File: src/rtl/icache_ctrl_pkg.sv
// -----------------------------------------------------------------------------
// icache_ctrl_pkg
// Shared CPU constants for the instruction cache:
//   - default geometry (index bits, RAM address width used for the tag)
//   - controller FSM state encoding
//   - word-alignment helper for fetch/refill addresses
// -----------------------------------------------------------------------------
package icache_ctrl_pkg;

  localparam int unsigned ICACHE_INDEX_BITS = 4;
  localparam int unsigned ICACHE_ADDR_WIDTH = 17;

  typedef enum logic {
    IDLE   = 1'b0,
    REFILL = 1'b1
  } icache_state_e;

  // Clear the byte offset so the address names a whole 32-bit word.
  function automatic logic [31:0] word_align(input logic [31:0] addr);
    return {addr[31:2], 2'b00};
  endfunction

endpackage

File: src/rtl/icache_array.sv
// -----------------------------------------------------------------------------
// icache_array
// Tag/valid/data storage for a direct-mapped cache of one-word lines.
//   clk_i       clock; all writes on posedge
//   rst_ni      synchronous active-low reset; clears every valid bit only
//   rd_idx_i    combinational read port index
//   rd_valid_o  valid bit of the indexed line
//   rd_tag_o    tag of the indexed line
//   rd_data_o   data word of the indexed line
//   we_i        synchronous write enable (sets valid, writes tag and data)
//   wr_idx_i    write index
//   wr_tag_i    write tag
//   wr_data_i   write data word
// -----------------------------------------------------------------------------
module icache_array
  import icache_ctrl_pkg::*;
#(
  parameter int unsigned INDEX_BITS = ICACHE_INDEX_BITS,
  parameter int unsigned TAG_BITS   = ICACHE_ADDR_WIDTH - ICACHE_INDEX_BITS - 2
) (
  input  logic                  clk_i,
  input  logic                  rst_ni,
  input  logic [INDEX_BITS-1:0] rd_idx_i,
  output logic                  rd_valid_o,
  output logic [TAG_BITS-1:0]   rd_tag_o,
  output logic [31:0]           rd_data_o,
  input  logic                  we_i,
  input  logic [INDEX_BITS-1:0] wr_idx_i,
  input  logic [TAG_BITS-1:0]   wr_tag_i,
  input  logic [31:0]           wr_data_i
);

  localparam int unsigned LINES = 1 << INDEX_BITS;

  logic [LINES-1:0]    valid_q;
  logic [TAG_BITS-1:0] tag_q  [LINES];
  logic [31:0]         data_q [LINES];

  assign rd_valid_o = valid_q[rd_idx_i];
  assign rd_tag_o   = tag_q[rd_idx_i];
  assign rd_data_o  = data_q[rd_idx_i];

  // Only the valid bits need a defined reset value.
  always_ff @(posedge clk_i) begin
    if (!rst_ni) begin
      valid_q <= '0;
    end else if (we_i) begin
      valid_q[wr_idx_i] <= 1'b1;
    end
  end

  always_ff @(posedge clk_i) begin
    if (we_i) begin
      tag_q[wr_idx_i]  <= wr_tag_i;
      data_q[wr_idx_i] <= wr_data_i;
    end
  end

endmodule

File: src/rtl/icache_ctrl.sv
// -----------------------------------------------------------------------------
// icache_ctrl
// Direct-mapped instruction cache controller with single-word refill.
//   clockIn    sole clock; all state updates on posedge
//   resetIn    synchronous active-low reset (overrides readyIn/clearIn)
//   readyIn    global enable; low freezes all state
//   clearIn    branch-mispredict flush; drops any pending request
//   fetchFlag  fetch request valid (held by requester until instOkOut)
//   fetchAddr  fetch byte address
//   instOkOut  one-cycle pulse: instruction valid
//   instOut    instruction word (holds last value otherwise)
//   memFlag    refill request to memory controller
//   memAddr    word-aligned refill address
//   memOk      one-cycle refill-done pulse from memory controller
//   memData    refill word, valid while memOk=1
// -----------------------------------------------------------------------------
module icache_ctrl
  import icache_ctrl_pkg::*;
#(
  parameter int unsigned ADDR_WIDTH = ICACHE_ADDR_WIDTH,
  parameter int unsigned INDEX_BITS = ICACHE_INDEX_BITS
) (
  input  logic        clockIn,
  input  logic        resetIn,
  input  logic        readyIn,
  input  logic        clearIn,
  input  logic        fetchFlag,
  input  logic [31:0] fetchAddr,
  output logic        instOkOut,
  output logic [31:0] instOut,
  output logic        memFlag,
  output logic [31:0] memAddr,
  input  logic        memOk,
  input  logic [31:0] memData
);

  localparam int unsigned TAG_BITS = ADDR_WIDTH - INDEX_BITS - 2;

  icache_state_e state_q;
  logic          inst_ok_q;
  logic [31:0]   inst_q;
  logic          mem_flag_q;
  logic [31:0]   mem_addr_q;

  logic [INDEX_BITS-1:0] fetch_idx;
  logic [TAG_BITS-1:0]   fetch_tag;
  logic [INDEX_BITS-1:0] refill_idx;
  logic [TAG_BITS-1:0]   refill_tag;

  logic                  rd_valid;
  logic [TAG_BITS-1:0]   rd_tag;
  logic [31:0]           rd_data;
  logic                  hit;
  logic                  accept;
  logic                  refill_we;
  logic [1:0]            unused_byte_offset;

  assign fetch_idx  = fetchAddr[INDEX_BITS+1:2];
  assign fetch_tag  = fetchAddr[ADDR_WIDTH-1:INDEX_BITS+2];
  // Refill writes use the latched address; fetchAddr is not re-sampled in REFILL.
  assign refill_idx = mem_addr_q[INDEX_BITS+1:2];
  assign refill_tag = mem_addr_q[ADDR_WIDTH-1:INDEX_BITS+2];

  assign unused_byte_offset = fetchAddr[1:0];

  assign hit    = rd_valid && (rd_tag == fetch_tag);
  // Suppressing acceptance while instOkOut is high stops the still-held
  // request from being served a second time in the response cycle.
  assign accept = fetchFlag && !inst_ok_q;

  // Array write is gated by the same conditions that let the FSM complete a
  // refill: reset, stall and flush all suppress it.
  assign refill_we = resetIn && readyIn && !clearIn && (state_q == REFILL) && memOk;

  icache_array #(
    .INDEX_BITS (INDEX_BITS),
    .TAG_BITS   (TAG_BITS)
  ) u_array (
    .clk_i      (clockIn),
    .rst_ni     (resetIn),
    .rd_idx_i   (fetch_idx),
    .rd_valid_o (rd_valid),
    .rd_tag_o   (rd_tag),
    .rd_data_o  (rd_data),
    .we_i       (refill_we),
    .wr_idx_i   (refill_idx),
    .wr_tag_i   (refill_tag),
    .wr_data_i  (memData)
  );

  always_ff @(posedge clockIn) begin
    if (!resetIn) begin
      state_q    <= IDLE;
      inst_ok_q  <= 1'b0;
      inst_q     <= '0;
      mem_flag_q <= 1'b0;
      mem_addr_q <= '0;
    end else if (readyIn) begin
      inst_ok_q <= 1'b0;
      if (clearIn) begin
        state_q    <= IDLE;
        mem_flag_q <= 1'b0;
      end else begin
        case (state_q)
          IDLE: begin
            if (accept) begin
              if (hit) begin
                inst_ok_q <= 1'b1;
                inst_q    <= rd_data;
              end else begin
                mem_addr_q <= word_align(fetchAddr);
                mem_flag_q <= 1'b1;
                state_q    <= REFILL;
              end
            end
          end
          REFILL: begin
            if (memOk) begin
              inst_ok_q  <= 1'b1;
              inst_q     <= memData;
              mem_flag_q <= 1'b0;
              state_q    <= IDLE;
            end
          end
          default: begin
            state_q    <= IDLE;
            mem_flag_q <= 1'b0;
          end
        endcase
      end
    end
  end

  assign instOkOut = inst_ok_q;
  assign instOut   = inst_q;
  assign memFlag   = mem_flag_q;
  assign memAddr   = mem_addr_q;

endmodule

File: config.mk
export PLATFORM = sky130hd
export DESIGN_NAME = icache_ctrl
export DESIGN_NICKNAME = d
export VERILOG_FILES = /design/src/rtl/icache_ctrl_pkg.sv /design/src/rtl/icache_array.sv /design/src/rtl/icache_ctrl.sv
export SDC_FILE = /design/constraint.sdc
export NUM_CORES = 1
export LEC_CHECK = 0
export BUFFER_PORTS_ARGS = -buffer_cell sky130_fd_sc_hd__buf_2
export CAP_MARGIN = 20
export CORE_MARGIN = 2
export CORE_UTILIZATION = 60
export CTS_BUF_LIST = sky130_fd_sc_hd__clkbuf_16
export DETAILED_ROUTE_END_ITERATION = 8
export PLACE_DENSITY = 0.78
export SETUP_SLACK_MARGIN = 0.05
export SLEW_MARGIN = 20
export SYNTH_ARGS = -nofsm -noshare
export SYNTH_HDL_FRONTEND = slang
export SYNTH_HIERARCHICAL = 1
export SYNTH_SLANG_ARGS = --single-unit
File: constraint.sdc
create_clock -name clockIn -period 10.1 [get_ports clockIn]
set_input_delay 2.02 -clock clockIn [delete_from_list [all_inputs] [get_ports clockIn]]
set_output_delay 2.02 -clock clockIn [all_outputs]
set_load 0.02 [all_outputs]
==> results.toml, run 1 <==
[cells_and_area]
final_nets = 1686
final-instance-count-excl-fill = 2340
final_common_cell = "edfxtp_1"
fillerInstances = 2958
regArea_sq_mm = 0.0223
multi_input_area_sq_mm = 0.00688
drive_gt1_share_pct = 29.6
antenna_cells = 0
syn_to_final_growth_pct = 12.9
layout_common_cells = "688 x edfxtp_1, 176 x mux4_2, 171 x nand2_1"
fin_util_pct = 68.3

[clock_network]
clkSlewWorstSetupHoldPaths_ns = 0.06
clock_sink_count = 769
clkLatencyLatePin_ns = 0.61
cts_root_buf = "clkbuf_16"
h-tree-depth = 3
cts_buffers = 75
post_cts_resized = 0
ctsHoldBuffers = 0
tritoncts = "yes"
cts_buffer_depth = 3
cts_setup_buffers = 0

[timing]
setup_violations = 0
hold_viol_final = 0
finClkSkew_ns = 0.0328
max_freq_mhz = 182
max_slew.worst_pin.slew_ns = 1.08
min_period_ns = 5.49
rsz0062_at_grt = "false"
tns_ns = 0
slew_headroom_pct = 27.9
final_max_slew_viol_count = 0
worst_hold_slack_ns = 0.455
min_period_over_period_pct = 54.4

[setup_path]
endpoint_kind = "flop"
regToRegEndpoint = "u_array/data_q[4][11]"
path_buf_inv = 3
crit_fanout = 47
cpPeakStageDelay_ns = 0.82
path_cells = "buf_8 -> buf_4 -> mux4_2 -> a22oi_1 -> nand2_1 -> xnor2_1 -> nand4_1 -> nor4_2 -> nor2_4 -> buf_4 -> mux2i_1"
arrival_ns = 6.00
critPathKind = "input port to flop"
worstPathRequired_ns = 10.61
crit_family = "buffers and inverters"
r2r_slack_ns = 6.50
r2r_cells = 6
critPathLaunchType = "input port"
worstReg2RegStart = "state_q"
cp_common_cell = "buf_4"
crit_slowest_cell = "buf_4"

[logic_synthesis]
syn_avg_cell_area_sq_um = 20.2
synth_top_cell_by_area = "edfxtp_1"
syn_inst = 1462
synth_top_area_share_pct = 70.0
ys_warn_count = 6
synth_cell_types = 33
synthTopCellsByArea = "edfxtp_1 70%, mux4_2 13%, dfxtp_1 5.5%, a22oi_1 2.2%, nand2_1 2.2%"
synth_seq_cells = 769
ys_seq_area_share_pct = 75.5
synth_area_sq_mm = 0.0295

[global_route]
grt_usage_pct = 25.8
grt_pass1_vias = 15200
grt_pass1_wl_um = 94800
grt_overflow = 0
grt_max_degree = 84
antenna_found_initial = 3

[routing]
vias = 14800
ant_nets = 0
dr.pass1.iters = 5
wl_um = 63900
wl_per_cell_um = 27.3
post_drt_via_cell_ratio = 6.34
dr.first_iter.drc_count = 1615
drc = 0

[outcome]
status = "completed"

[power_and_ir_drop]
power_frac_seq_pct = 54.0
switching_share_pct = 20.1
clkPwrFrac_pct = 41.7
p_sw_uw = 1290
p_per_area_mw_per_mm2 = 193
power_leakage_uw = 0.0110
power.internal_uw = 5140
power_uw = 6430
combPwrFrac_pct = 4.3
irDropWorstVdd_mv = 0.184

[run]
max_cap_viol_count = 0

[place]
port_buffers = 131
dp_cells = 2203
place_congestion = 0.706
detailed_place_hpwl_um = 30600

[floorplan]
core_area_sq_mm = 0.0487
top_level_ports = 136
num_rows = 81
die_y_um = 226
start_util_pct = 60.5
die_w_um = 226
die_area_sq_mm = 0.0509

[worst_hold_path]
holdPathStages = 2
hp-class = "flop to flop"
min_from = "instOut[27]"
min_delay_worst_endpoint = "instOut[27]"
## per-stage QoR
| step | area, sq um | worst slack, ns |
|---|---|---|
| after floorplan | 29500 | 3.35 |
| after global placement | 30900 | 4.04 |
| after detailed placement | 30900 | 3.95 |
| after CTS | 33300 | 4.54 |
| after global routing | 33300 | 4.27 |
| final | 33300 | 4.61 |
## final cells by class
cell class,count,area share [%]
inverters,2,0.0225
clock buffers,79,5.94
repair buffers,164,2.77
well taps,664,2.50
clock inverters,58,1.20
multi-input cells,604,20.7
flip-flops and latches,769,66.9
## synth_stat cells
cell	n
xnor2_1	11
o21a_1	17
nand2_1	171
nor4_2	1
clkbuf_1	43
buf_1	6
mux2_2	32
and2_1	3
buf_4	13
o21ai_0	2
nor2_2	1
a31oi_1	1
or3b_2	1
mux2i_1	62
a21oi_1	2
or3_1	1
mux4_2	176
nand4_1	3
buf_2	15
dfxtp_1	81
or4_4	1
nor3_1	5
nand3_1	1
conb_1	1
nand3b_1	2
nand2b_1	3
edfxtp_1	688
buf_6	11
nor2b_1	3
nor2_1	14
a22oi_1	88
inv_1	2
a21boi_1	1
## per-layer routing
metal  global-route usage [%]  vias up  wire (um)
li1                         -     6239          -
met1                     36.2     7652      24700
met4                     7.90        6       1490
met3                     4.93      118       6240
met5                        0        -         33
met2                     41.9      825      31400
## worst max path at each step
stage / start / cells past startpoint / end
after floorplan: resetIn / 5 / u_array/data_q[0][0]
after global placement: fetchAddr[2] / 11 / instOut[17]
after detailed placement: fetchAddr[2] / 11 / instOut[16]
after CTS: fetchAddr[2] / 11 / instOut[16]
after global routing: fetchAddr[2] / 11 / instOut[17]
final: fetchAddr[2] / 11 / instOut[16]
## power groups by stage
stage,Sequential (uW),Combinational [uW],Clock [uW]
finish,3470,277,2680
global route,3470,298,2830
CTS,3470,279,2720
detailed placement,3540,275,0
global placement,3540,268,0
floorplan,3540,178,0
## worst reg2reg max path, stage by stage (launching register included)
cell and delay [ns]:
dfxtp_2 0.33, nand2_1 0.05, nor3_1 0.47, and2_1 0.29, or3b_2 0.60, nor2_4 0.87, buf_4 0.59
## logic make-up after synthesis
family | Yosys count | synth area share [%]
buffers and inverters | 90 | 1.65
AOI/OAI and AO/OA | 111 | 2.79
DFF | 769 | 75.5
muxes | 270 | 16.8
and+or+nand+nor | 210 | 2.91
other | 1 | 0.0127
xor gates and xnor gates | 11 | 0.327
## sequential cells by signal, indices dropped and copies added, names as in the netlist
name / count
u_array/tag_q: 176
instOkOut: 1
memAddr: 30
memFlag: 1
u_array/valid_q: 16
state_q: 1
instOut: 32
u_array/data_q: 512
Power figures use the tool's default switching activity.
==> run 2: changes to the inputs <==
CORE_UTILIZATION = 55   (was 60)
PLACE_DENSITY = 0.75   (was 0.78)
clock period = 4.9 ns   (was 10.1 ns; I/O delays follow)
==> results.toml, run 2 (synthesized netlist as in run 1, its figures left out) <==
[outcome]
status = "completed"

[cells_and_area]
largest_reg_flops = 512
regArea_sq_mm = 0.0223
final-instance-count-excl-fill = 2377
finish.instance_area_sq_mm = 0.0336
final_common_cell = "edfxtp_1"
regMostFlops = "u_array/data_q"
syn_to_final_growth_pct = 13.9
final_nets = 1697
multi_input_area_sq_mm = 0.00690
drive_gt1_share_pct = 29.8
fillerInstances = 3545
layout_common_cells = "688 x edfxtp_1, 176 x mux4_2, 171 x nand2_1"

[setup_path]
critPathKind = "input port to flop"
crit_slowest_cell = "nor2_4"
path_cells = "buf_8 -> buf_4 -> mux4_2 -> a22oi_1 -> nand2_1 -> xnor2_1 -> nand4_1 -> nor4_2 -> nor2_4 -> buf_4 -> mux2i_1"
r2r_cells = 9
cp_common_cell = "buf_4"
endpoint_kind = "flop"
regToRegEndpoint = "instOut[13]"
crit_fanout = 29
critPathLaunchType = "input port"
worstPathRequired_ns = 5.41
r2r_slack_ns = 1.80
cpPeakStageDelay_ns = 0.78
worstReg2RegStart = "u_array/tag_q[3][9]"
arrival_ns = 4.25

[global_route]
grt_pass1_wl_um = 96300
grt_max_degree = 112
grt_overflow = 0
grt_pass1_vias = 15500
grt_usage_pct = 23.6
antenna_found_initial = 4

[timing]
fin_ws_ns = 1.16
min_period_over_period_pct = 76.2
rsz0062_at_grt = "false"
max_freq_mhz = 268
max_slew.worst_pin.slew_ns = 1.02
min_period_ns = 3.74
tns_ns = 0
setup_violations = 0
finClkSkew_ns = 0.0295
hold_viol_final = 0
worst_hold_slack_ns = 0.455
final_max_slew_viol_count = 0
slew_headroom_pct = 31.7

[routing]
vias = 14800
drc = 0
post_drt_via_cell_ratio = 6.25
dr.first_iter.drc_count = 1618
wl_per_cell_um = 27.2
dr.pass1.iters = 6
ant_nets = 0
wl_um = 64700

[clock_network]
tritoncts = "yes"
clkSlewWorstSetupHoldPaths_ns = 0.06
cts_buffers = 76
cts_buffer_depth = 3
ctsHoldBuffers = 0
cts_root_buf = "clkbuf_16"
post_cts_resized = 0
clkLatencyLatePin_ns = 0.61
clock_sink_count = 769
cts_setup_buffers = 0
h-tree-depth = 3

[worst_hold_path]
hp-class = "flop to flop"
holdPathStages = 2
min_delay_worst_endpoint = "instOut[20]"
min_from = "instOut[20]"

[floorplan]
die_y_um = 236
start_util_pct = 55.9
die_area_sq_mm = 0.0555
top_level_ports = 136
die_w_um = 236
num_rows = 84
core_area_sq_mm = 0.0528

[power_and_ir_drop]
power_leakage_uw = 0.0111
irDropWorstVdd_mv = 0.254
p_per_area_mw_per_mm2 = 394

[place]
dpl_worst_slack_ns = 0.568
dp_cells = 2237
port_buffers = 131
place_congestion = 0.717
placedInstanceArea_sq_mm = 0.0312
detailed_place_hpwl_um = 32000

[run]
max_cap_viol_count = 0
run 2: layer usage:
layer | vias up | share of wire [%] | wire [um] | GRT usage (%)
li1 | 6267 | - | - | -
met1 | 7766 | 40 | 26200 | 33.4
met2 | 703 | 48 | 31300 | 37.5
met3 | 106 | 9.0 | 5820 | 4.96
met4 | 6 | 2.1 | 1330 | 7.10
met5 | - | 0.063 | 41 | 0
run 2: through the flow:
stage | utilization (%) | total power, uW
6_report | 63.7 | 13200
5_1_grt | 63.7 | 13600
4_1_cts | 63.7 | 13300
3_5_place_dp | 59.2 | 7880
3_3_place_gp | 59.2 | 7860
2_1_floorplan | - | 7670
run 2: power by group:
| group | switching [uW] | total, uW | leakage, uW | internal, uW |
|---|---|---|---|---|
| clock | 2320 | 5490 | 0.00124 | 3170 |
| combinational | 339 | 583 | 0.00318 | 244 |
| sequential | 20.7 | 7150 | 0.00664 | 7130 |
run 2: worst max path at each step:
stage	start	end	slack, ns	cells after the start
after CTS	fetchAddr[2]	instOut[6]	1.19	11
after floorplan	resetIn	u_array/data_q[4][0]	0.36	5
final	fetchAddr[2]	instOut[13]	1.16	11
after global placement	fetchAddr[2]	instOut[6]	0.64	11
after detailed placement	fetchAddr[2]	instOut[13]	0.57	11
after global routing	fetchAddr[2]	instOut[16]	0.93	11
run 2: final cells by class:
| class | count | area share, % |
|---|---|---|
| Multi-Input combinational cell | 604 | 20.5 |
| Clock inverter | 60 | 1.15 |
| Clock buffer | 79 | 5.88 |
| Inverter | 2 | 0.0223 |
| Sequential cell | 769 | 66.3 |
| Tap cell | 688 | 2.56 |
| Antenna cell | 1 | 0.00745 |
| Timing Repair Buffer | 174 | 3.49 |
run 2: worst max-delay path, delay by kind of cell:
kind	cells	cell delay (ns)
XOR/XNOR	1	0.15
buffers and inverters	3	0.90
multiplexers	2	0.74
AO/OA/AOI/OAI	1	0.24
AND/OR/NAND/NOR	4	1.20
